`src/rtl/mem_stage.sv`:
```
// Memory-access pipeline stage: registers the EX->MEM bus, extracts/extends load data
// from the synchronous SRAM word, and keeps that word across MEM stalls.
module mem_stage (
    input  logic        clk,
    input  logic        rst,
    input  logic [5:0]  stall,
    input  logic [79:0] ex_to_mem_bus,
    input  logic [31:0] data_sram_rdata,
    output logic [69:0] mem_to_wb_bus,
    output logic [37:0] mem_to_id_bus,
    output logic        mem_is_load
);
    localparam int EX_TO_MEM_WD = 80;
    localparam int MEM_TO_WB_WD = 70;

    typedef enum logic {FRESH, HELD} hold_state_t;

    logic [EX_TO_MEM_WD-1:0] ex_to_mem_bus_reg;
    hold_state_t             state_reg, state_next;
    logic [31:0]             rdata_hold_reg;

    logic advance, bubble, freeze;
    assign advance = ~stall[3];
    assign bubble  = stall[3] & ~stall[4];
    assign freeze  = stall[3] & stall[4];

    logic [31:0] mem_pc, ex_result, word, load_data, rf_wdata;
    logic        data_ram_en, sel_rf_res, rf_we;
    logic [3:0]  data_ram_wen, data_ram_read;
    logic [4:0]  rf_waddr;
    logic [1:0]  addr_lo;

    assign mem_pc        = ex_to_mem_bus_reg[79:48];
    assign data_ram_en   = ex_to_mem_bus_reg[47];
    assign data_ram_wen  = ex_to_mem_bus_reg[46:43];
    assign sel_rf_res    = ex_to_mem_bus_reg[42];
    assign rf_we         = ex_to_mem_bus_reg[41];
    assign rf_waddr      = ex_to_mem_bus_reg[40:36];
    assign ex_result     = ex_to_mem_bus_reg[35:4];
    assign data_ram_read = ex_to_mem_bus_reg[3:0];
    assign addr_lo       = ex_result[1:0];

    assign mem_is_load = data_ram_en & (data_ram_wen == 4'b0000);

    always_ff @(posedge clk) begin
        if (rst) begin
            ex_to_mem_bus_reg <= '0;
        end else if (bubble) begin
            ex_to_mem_bus_reg <= '0;
        end else if (advance) begin
            ex_to_mem_bus_reg <= ex_to_mem_bus;
        end
    end

    // The SRAM word is only valid for one cycle, so capture it on the first stalled edge.
    always_ff @(posedge clk) begin
        if (rst) begin
            state_reg      <= FRESH;
            rdata_hold_reg <= '0;
        end else begin
            state_reg <= state_next;
            if (state_reg == FRESH && freeze && mem_is_load) begin
                rdata_hold_reg <= data_sram_rdata;
            end
        end
    end

    always_comb begin
        state_next = state_reg;
        if (advance || bubble) begin
            state_next = FRESH;
        end else if (state_reg == FRESH && mem_is_load) begin
            state_next = HELD;
        end
    end

    assign word = (state_reg == HELD) ? rdata_hold_reg : data_sram_rdata;

    logic [7:0]  word_bytes [4];
    logic [15:0] word_halves [2];

    genvar gi;
    generate
        for (gi = 0; gi < 4; gi++) begin : g_bytes
            assign word_bytes[gi] = word[8*gi +: 8];
        end
        for (gi = 0; gi < 2; gi++) begin : g_halves
            assign word_halves[gi] = word[16*gi +: 16];
        end
    endgenerate

    logic [7:0]  sel_byte;
    logic [15:0] sel_half;
    assign sel_byte = word_bytes[addr_lo];
    assign sel_half = word_halves[addr_lo[1]];

    always_comb begin
        load_data = '0;
        case (data_ram_read)
            4'b0001: load_data = word;
            4'b0010: load_data = {{24{sel_byte[7]}}, sel_byte};
            4'b0011: load_data = {24'b0, sel_byte};
            4'b0100: load_data = {{16{sel_half[15]}}, sel_half};
            4'b0110: load_data = {16'b0, sel_half};
            default: load_data = '0;
        endcase
    end

    assign rf_wdata = sel_rf_res ? load_data : ex_result;

    logic [MEM_TO_WB_WD-1:0] wb_bus;
    assign wb_bus        = {mem_pc, rf_we, rf_waddr, rf_wdata};
    assign mem_to_wb_bus = wb_bus;
    assign mem_to_id_bus = wb_bus[37:0];

endmodule
```
`config.mk`:
```
export PLATFORM = sky130hd
export DESIGN_NAME = mem_stage
export DESIGN_NICKNAME = d
export VERILOG_FILES = /design/src/rtl/mem_stage.sv
export SDC_FILE = /design/constraint.sdc
export NUM_CORES = 1
export LEC_CHECK = 0
export BUFFER_PORTS_ARGS = -buffer_cell sky130_fd_sc_hd__buf_2
export CAP_MARGIN = 20
export CORE_MARGIN = 8
export CORE_UTILIZATION = 45
export DETAILED_ROUTE_END_ITERATION = 8
export GPL_TIMING_DRIVEN = 0
export PLACE_DENSITY = 0.83
export REMOVE_ABC_BUFFERS = 1
export SYNTH_ARGS = -nofsm -noshare
export SYNTH_HDL_FRONTEND = slang
export SYNTH_SLANG_ARGS = --single-unit
```
`constraint.sdc`:
```
create_clock -name clk -period 2.5 [get_ports clk]
set_clock_uncertainty 0.15 [all_clocks]
set_input_delay 0.375 -clock clk [delete_from_list [all_inputs] [get_ports clk]]
set_output_delay 0.375 -clock clk [all_outputs]
set_load 0.02 [all_outputs]
```
Word level (Yosys, flattened, before mapping):

Cells that the tools add are included.

* input bits: 120
* register bits: 113
* output and inout port bits: 109
* logic and storage cells: 34

* bitwise logic cells: 8
* eq/ne operators: 5
* $lt $le $gt $ge: 2
* reduce and logical (&&, ||, !) cells: 7
* multiplexer cells: 9

Operators by type and width (count)
* 32-bit case mux with 5 select lines: 1
* 32-bit two-way mux: 2
* 16-bit two-way mux: 3
* 8-bit binary-select mux with 2-bit select: 1
* 8-bit two-way mux: 2
* 4-bit by 2-bit == test with 1-bit output, second input constant: 2
* 4-bit by 3-bit == test with 1-bit output, second input constant: 2
* 4-bit by 1-bit == test with 1-bit output, second input constant: 1
* 4-bit logical NOT: 1
* 2-bit OR reduction: 2
* 1-bit bitwise AND: 3
* 3-bit greater-or-equal comparator, second input constant: 1
* 1-bit logical AND: 3
* 1-bit inverter: 3
* 2-bit inverter with 3-bit output: 1
* 2-bit greater-or-equal comparator, second input constant: 1
* 1-bit inverter with 2-bit output: 1
* 1-bit logical OR: 1

Logic depth before layout (Yosys ltp):

Gate-level depths: netlist of the first run.

* depth after elaboration: 6
* gate-level depth with buffers: 9

Worst setup path after synthesis of the first run:

OpenSTA, ideal clock, no wires.

* path type: flip-flop to output port
* from: register ex_to_mem_bus_reg[0]
* to: output port mem_to_wb_bus[21]
* path buffers: 4
* cell stages (with the launch flop): 10
* data arrival time: 2.210 ns
* slack: -0.235 ns
* cells stage by stage: dfxtp_1 -> buf_2 -> or4b_1 -> buf_2 -> a2bb2oi_2 -> nor2_4 -> buf_4 -> nor3_1 -> o2bb2ai_1 -> buf_4

* longest elaborated chain between the ends: 3
* elaborated cells on any way between the ends: 7
* classes of those cells: eq/ne (5); mux (2)

RTL lines
* from (decl): line 18 `logic [EX_TO_MEM_WD-1:0] ex_to_mem_bus_reg;`
* from (signal assigned): line 51 `ex_to_mem_bus_reg <= ex_to_mem_bus;`
* 4-bit by 3-bit == test with 1-bit output, or another cell as far along: line 99 `case (data_ram_read)`
* 32-bit case mux with 5 select lines *: line 99
* 32-bit two-way mux *: line 109 `assign rf_wdata = sel_rf_res ? load_data : ex_result;`
* to (decl): line 9 `output logic [69:0] mem_to_wb_bus,`

Mark *: on every way between the ends. The rest lies on a longest branch, timed or not.

Final worst setup path of the first run:

* from: register ex_to_mem_bus_reg[5]
* to: output port mem_to_wb_bus[18]

* longest elaborated chain between the ends: 6
* elaborated cells on any way between the ends: 10
* classes of those cells: mux (8); bitwise (2)

RTL lines (line)
* 2-bit inverter with 3-bit output (implied by the code) or 1-bit inverter with 2-bit output (tied branches): 94, 95
* 8-bit binary-select mux with 2-bit select or 16-bit two-way mux (tied branches): 94, 95
* 8-bit two-way mux (implied by the code) or 16-bit two-way mux (tied branches) (2 in a row): 94, 95
* 32-bit case mux with 5 select lines *: 99
* 32-bit two-way mux *: 109

Mark *: on every way between the ends. The rest lies on a longest branch, timed or not. The select of a mux whose other input is x is not followed.

==> flow_summary.toml, run 1 <==
[power_and_ir_drop]
max-vdd-ir-drop_mv = 0.475
leakage_nw = 3.78
powerDensity_nw_per_um2 = 612

[timing]
finalMaxSlewViolations = 0
setup_violations = 64
relSlewSlack_pct = 43.4
hold_ws_ns = 0.0301
fin_ws_ns = -0.552
post-route-period-util_pct = 122
worstMarginPinSlew_ns = 0.849
final_hold_viol_count = 0
rsz0062_at_grt = "yes"
fmax_mhz = 328
period_minus_slack_ns = 3.05

[critical_path]
critPathArrivalTime_ns = 2.53
critPathMaxStageDelay_ns = 0.54
r2r_start = "ex_to_mem_bus_reg[43]$_SDFFE_PP0N_"
path_cells = "buf_16 > mux2i_2 > mux4_2 > nor3_4 > buf_6 > buf_12 > nor3_2 > o2bb2ai_2 > buf_4"
critPathCaptureType = "output port"
startpoint = "ex_to_mem_bus_reg[5]$_SDFFE_PP0N_"
critical_path.slowest_cell = "mux4_2"
cpLargestDelayFamily = "multiplexers"
required_ns = 1.98
crit_buf_inv = 4
critPathKind = "reg -> out"
cp-start-kind = "register"
worstPathMaxFanout = 6

[min_path]
hp-start = "ex_to_mem_bus[12]"
hp-class = "in -> reg"

[die]
num_rows = 42
core_um2 = 13200
io-pin-count = 229
die_w_um = 132
die_h_um = 132
die_area_um2 = 17500
initial_core_util_pct = 46.0

[routing]
drtIter0Drc = 294
via_count = 5502
drtPass1Iterations = 5
wl_per_cell_um = 20.3
drt-vias-per-instance = 5.45
drc = 0
routed_wl_um = 20500
detail-route-antenna-nets = 0

[clock_network]
clk_pin_slew_ns = 0.06
cts-root-buf = "clkbuf_16"
cts_buffers = 17
cts_tree = "built"
worstSkewPairLatency_ns = 0.42
clock-sinks = 113
h-tree-depth = 4
clock_path_buffers = 2

[synthesis]
synth_compound_gate_area_share_pct = 8.74
async_reset_ff_share_pct = 0
synthTopCellsByArea = "dfxtp_1, mux2i_1, buf_4"
yosys_warnings = 0
netlist_area_um2 = 6070
muxShareOfSynthArea_pct = 27.5
synth_common_cells = "mux2i_1, nor2_1, dfxtp_1"
ys.flop_type = "dfxtp_1"
synth.ff_latch_count = 113
synth_most_common_cell = "mux2i_1"
synth_xor_area_share_pct = 0
synth_fa_ha_area_share_pct = 0
synth_top_area_share_pct = 37.3
yosysTopAreaCell = "dfxtp_1"
synth_edf_count = 0
ys_seq_area_share_pct = 37.3
synth_top_family_by_area = "multiplexers"
synth.distinct_cells = 37
synth-simple-area-share_pct = 13.1
synthesis.instances = 660
synth.avg_cell_area_um2 = 9.20

[global_routing]
overflow = 0
grt_first_pass_wirelength_um = 30700
grt_start_max_net_pins = 81
grt_usage_pct = 21.9
grt_pass1_vias = 5701
grt_antenna_before_repair = 2

[finish]
nets = 943
finish.utilization_pct = 66.2
syn_to_final_growth_pct = 43.8
final_cells = 1010
drive_above_1_share_pct = 48.0
final_cell_area_um2 = 8730
largest_reg_flops = 80
num_antenna_cells = 0

[place]
gp_congestion = 0.748
place_area_um2 = 6780
place_hpwl_um = 12200
portBuffers = 224
dp.cells = 941

[run_status]
violations = "negative setup slack"
status = "complete, but fails checks"

[flow_run]
cap_viol_max_count = 0
==> placed cells by master, fill, tap and decap left out, drive strengths merged, types with 4 or more instances in the layout <==
cell,n
nor2,142
clkinv,6
a211oi,7
nor2b,8
nor3,22
buf,267
o22ai,14
o2bb2ai,25
mux2,14
clkbuf,20
a221o,6
a21oi,8
dfxtp,113
nand3b,4
mux2i,149
==> timing repair <==
item,4_1_cts,5_1_grt
hold buffers,0,0
pin swaps,31,21
gates cloned,5,0
setup buffers,32,3
endpoints found under the setup margin,70,64
resized for setup,153,84
==> cells by family (layout without fill, tap and decap cells) <==
logic type             Yosys count  after routing
and+or+nand+nor                184            186
AOI/OAI and AO/OA               69             69
muxes                          164            164
buffers and inverters          130            302
DFF                            113            113
==> worst paths after layout <==
check	endpoint	slack (ns)	cells after the start
setup reg to reg	rdata_hold_reg[16]$_SDFFE_PP0P_	0.09	7
setup / recovery	mem_to_wb_bus[18]	-0.55	9
hold / removal	ex_to_mem_bus_reg[12]$_SDFFE_PP0N_	0.03	3
hold reg to reg	ex_to_mem_bus_reg[47]$_SDFFE_PP0N_	0.33	2
==> where the power goes <==
part	internal, W	switching [W]
logic	0.000436	0.000503
registers	0.00187	0.0000582
clock network	0.00160	0.000869
==> per-stage QoR <==
step	power, W	setup WS (ns)	TNS, ns
2_1_floorplan	0.00235	-2.76	-173.96
3_3_place_gp	0.00266	-5.46	-507.65
3_5_place_dp	0.00267	-1.25	-72.26
4_1_cts	0.00526	-0.483	-26.87
5_1_grt	0.00550	-0.616	-33.51
6_report	0.00534	-0.552	-29.12
==> final cells by class <==
cell class                 count  area (um2)
fill                         994        4460
clock buffer                  20         457
clock inverter                10         136
tap                          176         220
timing repair buffer         268        2010
sequential                   113        2280
multi-input combinational    419        3610
inverter                       3        16.3
timing repair inverter         1        5.00
==> worst reg2reg max path, stage by stage (launching register included) <==
cell	delay, ns
dfxtp_1	0.32
nor4_1	0.24
and2_1	0.21
nor3b_4	0.56
buf_6	0.26
buf_6	0.19
mux2i_1	0.25
nor2_1	0.08
==> per-layer routing <==
layer	routed length, um	share of wire [%]	global-route usage [%]
met3	1800	8.8	9.03
met5	23	0.11	0
met4	647	3.2	7.53
met1	7790	38	23.5
met2	10200	50	37.9
(Power assumes the default switching activity.)
==> run 2, diff against run 1 <==
--- a/config.mk
+++ b/config.mk
@@ -7,11 +7,13 @@
 export LEC_CHECK = 0
 export BUFFER_PORTS_ARGS = -buffer_cell sky130_fd_sc_hd__buf_2
 export CAP_MARGIN = 20
+export CELL_PAD_IN_SITES_DETAIL_PLACEMENT = 0
+export CELL_PAD_IN_SITES_GLOBAL_PLACEMENT = 2
 export CORE_MARGIN = 8
-export CORE_UTILIZATION = 45
+export CORE_UTILIZATION = 29
 export DETAILED_ROUTE_END_ITERATION = 8
 export GPL_TIMING_DRIVEN = 0
-export PLACE_DENSITY = 0.83
+export PLACE_DENSITY = 0.9
 export REMOVE_ABC_BUFFERS = 1
 export SYNTH_ARGS = -nofsm -noshare
 export SYNTH_HDL_FRONTEND = slang
==> constraint.sdc (replaced) <==
create_clock -name clk -period 3.1 [get_ports clk]
set_clock_uncertainty 0.15 [all_clocks]
set_input_delay 0.465 -clock clk [delete_from_list [all_inputs] [get_ports clk]]
set_output_delay 0.465 -clock clk [all_outputs]
set_load 0.02 [all_outputs]
==> run 2 against run 1 <==
  * The run now ends clean
  * Utilization fell by 28 points
  * Flip-flop and latch count is the same
  * First-iteration DRC count fell by 33%
  * Hold slack better by 0.095 ns
  * Largest power group unchanged
  * Sequential share of layout area rose by 2.4 points
  * Sequential power fell by 20%
  * Combinational power down 31%
  * Cell area fell by 8.5%
  * Final cell count increased by 8.6%
  * Routed wire length decreased by 2.5%
  * Critical path depth unchanged
  * Count of clock-buffer cells in the layout down 3
==> flow_summary.toml, run 2 (same netlist as run 1, synthesis figures left out) <==
[run_status]
status = "finished, final reports clean"

[die]
die_w_um = 161
num_rows = 53
core_um2 = 20800
io-pin-count = 229
die_h_um = 161
die_area_um2 = 25800
initial_core_util_pct = 29.3

[power_and_ir_drop]
p_clk_share_pct = 45.5
p_int_w = 0.00289
finalPower_w = 0.00403
powerDensity_nw_per_um2 = 505
switching_power_w = 0.00114
max-vdd-ir-drop_mv = 0.349
swShare_pct = 28.4
leakage_nw = 3.54
seq_power_share_pct = 38.4
comb_power_share_pct = 16.0

[critical_path]
critPathCaptureType = "output port"
worstPathMaxFanout = 9
critPathKind = "reg -> out"
required_ns = 2.48
cp-start-kind = "register"
critPathArrivalTime_ns = 2.48

[clock_network]
h-tree-depth = 4
cts-root-buf = "clkbuf_16"
worstSkewPairLatency_ns = 0.41
cts_buffers = 17
postCtsHoldBufs = 0
cts_tree = "built"
clock-sinks = 113
clock_path_buffers = 2
clk_pin_slew_ns = 0.06

[global_routing]
overflow = 0
grt_antenna_before_repair = 3
grt_start_max_net_pins = 64
grt_pass1_vias = 5372
grt_usage_pct = 15.2
grt_first_pass_wirelength_um = 30400

[timing]
period_minus_slack_ns = 3.09
final_hold_viol_count = 0
setup_violations = 0
relSlewSlack_pct = 48.4
fmax_mhz = 323
rsz0062_at_grt = "yes"
fin_ws_ns = 0.00534
hold_ws_ns = 0.125
finalMaxSlewViolations = 0
post-route-period-util_pct = 99.8
worstMarginPinSlew_ns = 0.773

[routing]
drc = 0
drtIter0Drc = 197
wl_per_cell_um = 18.2
via_count = 5122
detail-route-antenna-nets = 0
drtPass1Iterations = 4
routed_wl_um = 20000
drt-vias-per-instance = 4.67

[finish]
syn_to_final_growth_pct = 31.5
layout_commonest_cell = "buf_2"
final_cells = 1097
finish.utilization_pct = 38.5
largest_reg_flops = 80
num_antenna_cells = 0
nets = 930
layout_common_cells = "buf_2, mux2i_1, nor2_1, dfxtp_1, buf_4"
drive_above_1_share_pct = 40.5

[place]
gp_congestion = 0.722
portBuffers = 224
dp.cells = 1046
place_hpwl_um = 14200
place_ws_ns = -0.644

[flow_run]
cap_viol_max_count = 0

[min_path]
hp-class = "in -> reg"
run 2: cell types whose count changed in the layout (fill, tap and decap cells not counted), sizes merged:
| cell | change |
|---|---|
| buf | -10 |
| nor3 | -1 |
| clkinvlp | +4 |
| nand3b | -1 |
| bufbuf | -1 |
| clkbuf | -2 |
| bufinv | -1 |
run 2: layout make-up:
cell class / count / area, um2
Clock buffer: 17 / 425
Clock inverter: 14 / 120
Multi-Input combinational cell: 417 / 3110
Tap cell: 275 / 344
Timing Repair Buffer: 258 / 1680
Inverter: 3 / 25.0
Sequential cell: 113 / 2280
Fill cell: 2149 / 12800
run 2: worst paths after layout:
check / start / end / slack [ns] / cells after the start
worst max register to register: ex_to_mem_bus_reg[43]$_SDFFE_PP0N_ / rdata_hold_reg[1]$_SDFFE_PP0P_ / 0.97 / 8
worst max-delay path: ex_to_mem_bus_reg[5]$_SDFFE_PP0N_ / mem_to_id_bus[21] / 0.005 / 9
worst min-delay path: ex_to_mem_bus[69] / ex_to_mem_bus_reg[69]$_SDFFE_PP0N_ / 0.13 / 3
worst min register to register: ex_to_mem_bus_reg[10]$_SDFFE_PP0N_ / ex_to_mem_bus_reg[10]$_SDFFE_PP0N_ / 0.33 / 2
run 2: timing repair:
item	in CTS	in global routing
cloned	0	1
setup endpoints to repair	64	58
setup buffers	19	0
pin swaps	7	3
gates resized for setup	34	46
run 2: power groups by stage:
stage / combinational [W] / clock [W] / sequential, W
after floorplan: 0.000285 / 0 / 0.00161
after global placement: 0.000581 / 0 / 0.00159
after detailed placement: 0.000599 / 0 / 0.00158
after CTS: 0.000631 / 0.00190 / 0.00155
after global routing: 0.000700 / 0.00197 / 0.00156
final: 0.000646 / 0.00184 / 0.00155
run 2: through the flow:
stage	cell area [um2]	setup TNS (ns)
after global placement	6740	-481.11
after global routing	7990	-2.94
after detailed placement	6990	-25.48
after CTS	7810	-0.174
after floorplan	5270	-122.57
final	7990	0
run 2: routing by layer:
| layer | share of wire [%] | vias up | track usage (%) | wire (um) |
|---|---|---|---|---|
| met4 | 0.85 | 6 | 4.12 | 169 |
| met3 | 7.4 | 13 | 5.84 | 1470 |
| met1 | 45 | 2393 | 18.5 | 9060 |
| li1 | - | 2533 | - | - |
| met2 | 46 | 177 | 24.5 | 9250 |
| met5 | 0.17 | - | 0 | 34 |
run 2: worst max-delay path, cell delays in order (launching register included):
cell and delay [ns]:
dfxtp_4 0.35, buf_12 0.12, mux2i_2 0.16, mux4_2 0.51
nor3_4 0.17, buf_12 0.17, clkbuf_16 0.16, nor3_1 0.06
o2bb2ai_1 0.18, buf_4 0.18
==> run 3, diff against run 2 <==
==> constraint.sdc (replaced) <==
create_clock -name clk -period 3.1 [get_ports clk]
set_clock_uncertainty 0.15 [all_clocks]
set_input_delay 0.155 -clock clk [delete_from_list [all_inputs] [get_ports clk]]
set_output_delay 0.155 -clock clk [all_outputs]
set_load 0.02 [all_outputs]
==> run 3 against run 2 <==
  * Non-clock buffer count is 105 higher
  * Final cell count up 9.6%
  * Routed wire length increased by 3.9%
  * Sequential share of layout area shrank 2.7 points
  * Clock power is essentially flat
  * First-iteration DRC count decreased by 22%
  * Critical endpoint is now mem_to_wb_bus[20]
==> flow_summary.toml, run 3 (same netlist as run 1, synthesis figures left out) <==
[finish]
layout_commonest_cell = "buf_2"
num_antenna_cells = 0
final_cells = 1202
largest_reg_flops = 80
layout_common_cells = "buf_2, mux2i_1, nor2_1, dlygate4sd3_1, dfxtp_1"
nets = 1035
drive_above_1_share_pct = 33.4
syn_to_final_growth_pct = 45.1

[global_routing]
grt_pass1_vias = 5885
met1_usage_pct = 18.9
overflow = 0
grt_usage_pct = 15.9
grt_first_pass_wirelength_um = 32500
grt_antenna_before_repair = 0
grt-busiest-layer = "met2"
met2_usage_pct = 26.8
grt_start_max_net_pins = 64
use_met3_pct = 5.58

[routing]
wl_per_cell_um = 17.3
detail-route-antenna-nets = 0
drc = 0
drtPass1Iterations = 4
via_count = 5463
drt-vias-per-instance = 4.54
routed_wl_um = 20800
drtIter0Drc = 153

[critical_path]
critPathMaxStageDelay_ns = 0.61
critPathArrivalTime_ns = 2.65
critPathCaptureType = "output port"
critical_path.slowest_cell = "dfxtp_4"
worstPathMaxFanout = 25
critPathKind = "reg -> out"
required_ns = 2.79
cp-start-kind = "register"
path_cells = "mux4_2 > nor3_4 > buf_12 > buf_16 > nor3_1 > o2bb2ai_1 > buf_2"

[die]
die_w_um = 161
initial_core_util_pct = 29.3
die_h_um = 161
num_rows = 53
core_um2 = 20800
io-pin-count = 229
die_area_um2 = 25800

[timing]
period_minus_slack_ns = 2.95
fmax_mhz = 339
setup_tns_ns = 0
final_hold_viol_count = 0
setup_violations = 0
post-route-period-util_pct = 95.2
worstMarginPinSlew_ns = 0.777
rsz0062_at_grt = "no"
finalMaxSlewViolations = 0
relSlewSlack_pct = 48.2

[flow_run]
cap_viol_max_count = 0

[power_and_ir_drop]
max-vdd-ir-drop_mv = 0.352
powerDensity_nw_per_um2 = 466
leakage_nw = 3.93

[min_path]
hp-class = "in -> reg"

[clock_network]
clock-sinks = 113
clk_pin_slew_ns = 0.06
cts_buffers = 17
clock_path_buffers = 2
worstSkewPairLatency_ns = 0.41
cts-root-buf = "clkbuf_16"
cts_tree = "built"
h-tree-depth = 4

[place]
gp_congestion = 0.722
dp.cells = 1046
portBuffers = 224
place_hpwl_um = 14200

[run_status]
status = "finished, final reports clean"
==> run 3: changes by cell type in the layout (fill, tap and decap cells not counted), moves of 2 or more <==
cell,delta
o2bb2ai_1,+7
buf_6,-10
buf_4,-39
dfxtp_2,-2
nor3_2,-2
buf_2,+42
o2bb2ai_2,-7
mux2i_1,+2
mux2i_2,-2
dlygate4sd3_1,+113
nor3_1,+2
dfxtp_1,+3
==> run 3: cell type report <==
cell class,count,area (um2)
timing repair buffer,363,2590
clock buffer,17,425
inverter,3,13.8
fill,2066,11900
multi-input combinational,417,3050
sequential,113,2270
tap,275,344
clock inverter,14,120
==> run 3: report_power, final <==
part / switching (W) / leakage, nW / internal (W)
combinational: 0.000373 / 2.76 / 0.000351
clock: 0.000738 / 0.249 / 0.00109
sequential: 0.0000412 / 0.924 / 0.00151
==> run 3: worst max-delay path: cells and delay by family, from the launching register on <==
family	cells	cell delay [ns]
buf+inv	3	0.53
flops	1	0.61
compound gates	1	0.24
mux	1	0.61
simple gates	2	0.23
==> run 3: final timing paths <==
check | endpoint | from | cells past startpoint | slack, ns
max | mem_to_wb_bus[20] | state_reg$_SDFFE_PP0P_ | 7 | 0.15
min | rdata_hold_reg[24]$_SDFFE_PP0P_ | rst | 2 | 0.15
max reg2reg | rdata_hold_reg[1]$_SDFFE_PP0P_ | ex_to_mem_bus_reg[43]$_SDFFE_PP0N_ | 8 | 0.97
min reg2reg | ex_to_mem_bus_reg[10]$_SDFFE_PP0N_ | ex_to_mem_bus_reg[10]$_SDFFE_PP0N_ | 2 | 0.33
==> run 3: per-stage QoR <==
stage	cell area, um2	total power [W]	setup slack, ns	util (%)	hold slack [ns]
2_1_floorplan	5270	0.00190	-2.16	-	0.0774
3_3_place_gp	6740	0.00217	-4.98	32.5	0.232
3_5_place_dp	6990	0.00218	-0.334	33.7	0.241
4_1_cts	8760	0.00417	0.0244	42.2	0.150
5_1_grt	8810	0.00431	0.0363	42.4	0.161
6_report	8810	0.00410	0.148	42.4	0.152
==> run 3: timing repair <==
action,CTS,global route
resized for setup,10,1
hold buffers,113,0
pin swaps,2,2
endpoints found under the hold margin,113,0
buffers inserted,6,6
setup endpoints to repair,62,40
==> run 3: metal layers <==
| layer | share of wire (%) | vias to the layer above |
|---|---|---|
| met5 | 0 | - |
| met4 | 0.88 | 0 |
| met3 | 6.6 | 9 |
| met2 | 48 | 169 |
| met1 | 45 | 2555 |
| li1 | - | 2730 |
